$ cat src/rtl/fifo_sync_handshake.sv
// Single-clock FIFO with ready/enable handshake on both sides and first-word fall-through output.
// Optional sticky overflow flag enabled by defining FIFO_SYNC_OVERFLOW_FLAG_EN.
module fifo_sync_handshake #(
    parameter int unsigned width = 48,
    parameter int unsigned depth = 4
) (
    input  logic                     clk,
    input  logic                     reset,
    input  logic [width-1:0]         in_data,
    input  logic                     in_enable,
    output logic                     in_ready,
    output logic [width-1:0]         out_data,
    output logic                     out_enable,
    input  logic                     out_ready,
    output logic [$clog2(depth):0]   count,
    output logic                     overflow
);

    localparam int unsigned ptr_w = $clog2(depth);
    localparam int unsigned cnt_w = ptr_w + 1;

    logic [width-1:0] mem [depth];
    logic [ptr_w-1:0] wptr;
    logic [ptr_w-1:0] rptr;
    logic             wr_beat;
    logic             rd_beat;

    // Handshake flags derive only from registered state (plus reset), never from the peer's inputs
    always_comb begin
        in_ready   = !reset && (count != cnt_w'(depth));
        out_enable = (count != cnt_w'(0));
        out_data   = mem[rptr];
        wr_beat    = in_enable && in_ready;
        rd_beat    = out_ready && out_enable;
    end

    // Pointers wrap naturally because depth is a power of two
    always_ff @(posedge clk or posedge reset) begin
        if (reset) begin
            wptr  <= '0;
            rptr  <= '0;
            count <= '0;
        end else begin
            if (wr_beat) begin
                wptr <= wptr + ptr_w'(1);
            end
            if (rd_beat) begin
                rptr <= rptr + ptr_w'(1);
            end
            case ({wr_beat, rd_beat})
                2'b10:   count <= count + cnt_w'(1);
                2'b01:   count <= count - cnt_w'(1);
                default: count <= count;
            endcase
        end
    end

    // Storage carries no reset; contents are meaningless until written
    always_ff @(posedge clk) begin
        if (wr_beat) begin
            mem[wptr] <= in_data;
        end
    end

`ifdef FIFO_SYNC_OVERFLOW_FLAG_EN
    // Sticky: any refused write attempt latches the flag until reset
    always_ff @(posedge clk or posedge reset) begin
        if (reset) begin
            overflow <= 1'b0;
        end else if (in_enable && !in_ready) begin
            overflow <= 1'b1;
`ifndef SYNTHESIS
            $display("%0t %m: write refused, FIFO full", $time);
`endif
        end
    end
`else
    assign overflow = 1'b0;
`endif

endmodule

$ cat config.mk
export PLATFORM = sky130hd
export DESIGN_NAME = fifo_sync_handshake
export DESIGN_NICKNAME = d
export VERILOG_FILES = /design/src/rtl/fifo_sync_handshake.sv
export SDC_FILE = /design/constraint.sdc
export NUM_CORES = 1
export LEC_CHECK = 0
export CAP_MARGIN = 20
export CELL_PAD_IN_SITES_DETAIL_PLACEMENT = 1
export CELL_PAD_IN_SITES_GLOBAL_PLACEMENT = 2
export CORE_AREA = 10 10 148 150
export CTS_BUF_LIST = sky130_fd_sc_hd__clkbuf_4
export DETAILED_ROUTE_END_ITERATION = 8
export DIE_AREA = 0 0 158 160
export PLACE_DENSITY = 0.76
export SETUP_SLACK_MARGIN = 0.1
export SLEW_MARGIN = 10
export SYNTH_ARGS = -nofsm -noshare
export SYNTH_HDL_FRONTEND = slang
export SYNTH_SLANG_ARGS = --single-unit
$ cat constraint.sdc
create_clock -name clk -period 2.15 [get_ports clk]
set_input_delay 0.3225 -clock clk [delete_from_list [all_inputs] [get_ports clk]]
set_output_delay 0.3225 -clock clk [all_outputs]
set_load 0.005 [all_outputs]
==> results.md <==
CTS:
- CTS saw slightly below 200 sinks.
- Clock tree synthesis selected as its root buffer the cell sky130_fd_sc_hd__clkbuf_4.
- At the later pin of the worst-skew pair, clock insertion delay measures 580 ps.
- The H-tree depth is 4.
- The number of hold buffers added after CTS is 0.
- TritonCTS built the clock tree.
- The number of clock buffers inserted by TritonCTS is 17.
- In this run the deepest clock path goes through 2 buffers.
- The clock transition time at the flip-flop clock pins of the worst setup and hold paths is about 180 ps.

Timing:
- Summed over all failing endpoints, the final setup total negative slack is -9260 ps.
- The max-slew violation count is 0.
- Setup repair after global routing could not meet its margin everywhere.
- The worst path uses 113% of the clock period.
- The minimum hold slack is between 100 and 150 ps.
- Across all setup checks in the final design, the least slack found is -283 ps.
- The count of final hold-check violations is 0.
- For this run, the top clock speed supported by timing is 0.411 GHz.
- The smallest clock period supported by the final layout is computed as 2430 ps.
- On the final layout, the worst clock skew is approximately 24 ps.
- Setup violations remaining at the end of the flow were counted as 48.

Final layout:
- The count of filler cells inserted in the layout is 1707.
- The sequential cells in the finished layout cover a total of 0.00595 mm².
- The repair_antennas step left the layout with diodes totalling 0.
- The footprint of the multi-input gates is 0.00134 mm².
- The post-route netlist has 40.0% of its cells at a drive strength greater than 1.
- The number of nets in the layout is 503.
- The area growth from synthesis to final layout is 26.9%.

Critical path:
- STA puts the critical path data required time at 1830 ps.
- On the worst path, the slowest cell contributes a delay of 560 ps.
- Traced cell by cell, the critical path runs through buf_12 -> buf_16 -> buf_8 -> mux4_2 -> buf_6.
- The critical path is of the flip-flop to output pin type.
- The kind of end point of the critical path is an output pin.
- The largest individual stage delay along the critical path comes from the cell sky130_fd_sc_hd__dfrtp_4.
- At the worst endpoint, the arrival time is about 2100 ps.
- The worst setup path is launched from a flip-flop.
- In this run the worst path has a maximum fanout of 6.

Power:
- The power density over the cells is 1180 mW/mm².
- The switching power of the nets is 0.00336 W.
- Of the total power, combinational logic draws around 38%.
- The internal power is between 0.007 and 0.008 W.
- The sequential power share is 43.9%.
- Net switching is 30.1% of the power.
- The clock network fraction of design power is a little under a fifth.
- The leakage power figure is 3.20 nW.
- IR analysis of the VDD net gives a maximum drop of approximately 0.46 mV.

Global route:
- The initial antenna violation count is 0.
- The combined global-route utilization of all metal layers is 12.7%.
- The global-route wire length before repair is ~24000 µm.
- The number of global-route vias before repair is 3953.
- The total overflow left after global routing is 0.
- The maximum number of pins on one net before global-route repair is 29.

Route:
- The total number of vias is 3491.
- In the detailed route, the total length drawn on met3 is 948 µm.
- The per-cell via count in the routed design is 5.02.
- The routed length per instance is between 20 and 25 µm.
- The residual DRC count is 0.
- The detailed router finished its first iteration with about 180 violations.
- The met2 wire length is 7780 µm.
- After detailed routing, the wire length on met1 is 6640 µm.
- The top layer used by detailed routing is met4.
- The wire length reported by the detailed router is 15500 µm.
- Once detail routing completed, the nets flagged for antenna violations numbered 0.
- The number of iterations in the first detailed-routing pass is 4.

Yosys:
- A synthesized cell averages 25.4 µm².
- Counting flops and latches in the post-synthesis netlist gives between 150 and 200.
- The part of the Yosys area used for sequential elements is 79.9%.
- After synthesis, the cell types taking the most area are sky130_fd_sc_hd__edfxtp_1 (78%), sky130_fd_sc_hd__mux4_2 (15%), sky130_fd_sc_hd__dfrtp_1 (2.4%).
- The number of nets in the synthesized netlist is roughly 350.
- In this run, distinct cell masters in the synthesized netlist total 23.
- The top cell type by area accounts for 77.6% of the synthesized area.
- Synthesis produced between 200 and 300 cells.
- sky130_fd_sc_hd__edfxtp_1 takes more of the synthesized area than any other cell.
- The total of warnings raised by yosys is 0.
- The mapped netlist covers 0.00743 mm².

Run status:
- The checks that failed: setup timing.
- The run finished, with violations left.

Hold path:
- The worst min-delay path class is input port to asynchronous set/reset pin.

Floorplan:
- The die extent in x is roughly 160 µm.
- The die span in y is 160 µm.
- Row generation in the floorplan step produced 51 rows.
- The die covers roughly 0.025 mm².
- The effective utilization at floorplan is 39.0%.
- The floorplan step defined a core boundary enclosing 0.0191 mm².
- For this design the top-level I/O count stands at 106.

Placement:
- OpenSTA, run right after detailed placement, puts the worst setup slack at -29.1 ps.
- At the end of routability-driven placement, the weighted congestion stood at 0.678.
- The number of buffers added on ports is 104.
- The wire-length estimate of the detail-placed layout is 9200 µm.

Run:
- The number of violations of the max-capacitance limit is 0.
==> placed cells by master (no fill, tap or decap), drive strengths merged, types with 2 or more instances in the layout <==
master | netlist | layout
xnor2 | 3 | 3
dlymetal6s2s | 0 | 2
clkbuf | 0 | 19
buf | 12 | 89
mux4 | 48 | 48
nor2 | 2 | 2
a21oi | 2 | 2
xor2 | 3 | 3
dfrtp | 7 | 7
inv | 7 | 16
edfxtp | 192 | 192
clkdlybuf4s50 | 0 | 51
clkinv | 0 | 6
and2 | 4 | 4
ha | 5 | 5
==> path summary, 6_finish.rpt <==
check                           cells after the start                  from                   end  slack [ps]
worst min register to register                      1   wptr[1]$_DFFE_PP0P_   wptr[1]$_DFFE_PP0P_         600
worst min-delay path                                3                 reset  count[1]$_DFFE_PP0P_         140
min in group clk                                    1           in_data[42]  mem[1][42]$_DFFE_PP_         350
max in group asynchronous                           3                 reset   rptr[1]$_DFFE_PP0P_        1740
worst max register to register                     10  count[1]$_DFFE_PP0P_  count[2]$_DFFE_PP0P_         210
worst max-delay path                                5   rptr[0]$_DFFE_PP0P_          out_data[13]        -280
==> critical path: cells and delay by family, from the launching register on <==
kind | cells | cell delay (ps)
flops | 1 | 560
mux | 1 | 430
buf+inv | 4 | 540
==> power by group through the flow <==
stage               combinational (W)  clock, W  sequential (W)
floorplan                     0.00204         0         0.00494
global placement              0.00381         0         0.00497
detailed placement            0.00384         0         0.00501
CTS                           0.00434   0.00211         0.00491
global route                  0.00460   0.00224         0.00495
finish                        0.00425   0.00202         0.00490
==> state kept, by name, indices dropped and copies added (netlist names) <==
| signal | flops |
|---|---|
| mem | 192 |
| wptr | 2 |
| rptr | 2 |
| count | 3 |
==> area by class of cell <==
class                           count  share of cell area (%)
Inverter                            7                   0.278
Clock buffer                       17                    1.35
Tap cell                          238                    3.16
Timing Repair Buffer              145                    16.0
Sequential cell                   199                    63.0
Multi-Input combinational cell     75                    14.1
Clock inverter                     15                    2.03
==> Yosys cell counts <==
cell / count
sky130_fd_sc_hd__nor2_1: 2
sky130_fd_sc_hd__mux2i_1: 1
sky130_fd_sc_hd__xor2_1: 3
sky130_fd_sc_hd__buf_2: 4
sky130_fd_sc_hd__buf_12: 5
sky130_fd_sc_hd__nand2_1: 1
sky130_fd_sc_hd__conb_1: 1
sky130_fd_sc_hd__mux4_2: 48
sky130_fd_sc_hd__ha_1: 5
sky130_fd_sc_hd__fa_1: 1
sky130_fd_sc_hd__edfxtp_1: 192
sky130_fd_sc_hd__a21oi_4: 1
sky130_fd_sc_hd__or3_1: 1
sky130_fd_sc_hd__xnor2_1: 3
sky130_fd_sc_hd__buf_4: 2
sky130_fd_sc_hd__buf_6: 1
sky130_fd_sc_hd__a21oi_1: 1
sky130_fd_sc_hd__inv_1: 7
sky130_fd_sc_hd__o31a_1: 1
sky130_fd_sc_hd__and2_1: 4
sky130_fd_sc_hd__mux2_2: 1
sky130_fd_sc_hd__dfrtp_1: 7
sky130_fd_sc_hd__nand2b_1: 1
==> kinds of logic (layout without fill, tap and decap cells) <==
kind of cell             count (synthesis)  in the layout  synth area share (%)
flip-flops                             199            199                  79.9
AND/OR/NAND/NOR                          9              9                 0.656
XOR/XNOR                                 6              6                 0.707
buffers and inverters                   19            184                  2.32
other                                    1              1                0.0504
AO/OA/AOI/OAI                            3              3                 0.404
multiplexers                            50             50                  14.8
adder cells (fa/ha/maj)                  6              6                  1.11
==> metrics by stage <==
| step | util, % | instances | total power (W) | cell area [µm²] |
|---|---|---|---|---|
| 6_report | 49.5 | 696 | 0.0112 | 9440 |
| 5_1_grt | 49.5 | 696 | 0.0118 | 9440 |
| 4_1_cts | 49.3 | 695 | 0.0113 | 9410 |
| 3_5_place_dp | 46.7 | 639 | 0.00885 | 8910 |
| 3_3_place_gp | 46.7 | 639 | 0.00879 | 8910 |
| 2_1_floorplan | - | 293 | 0.00697 | 7440 |
==> metal layers <==
| layer | track usage [%] | vias to the layer above |
|---|---|---|
| met1 | 16.3 | 1852 |
| li1 | - | 1541 |
| met5 | 0 | - |
| met3 | 4.32 | 14 |
| met4 | 3.66 | 0 |
| met2 | 20.1 | 84 |
==> timing repair <==
action	in CTS	in global routing
resized for setup	215	15
pin swaps	0	2
buffers inserted	21	3
setup endpoints to repair	51	53
gates cloned	6	0
No activity file was read; power rests on OpenSTA's default activity.
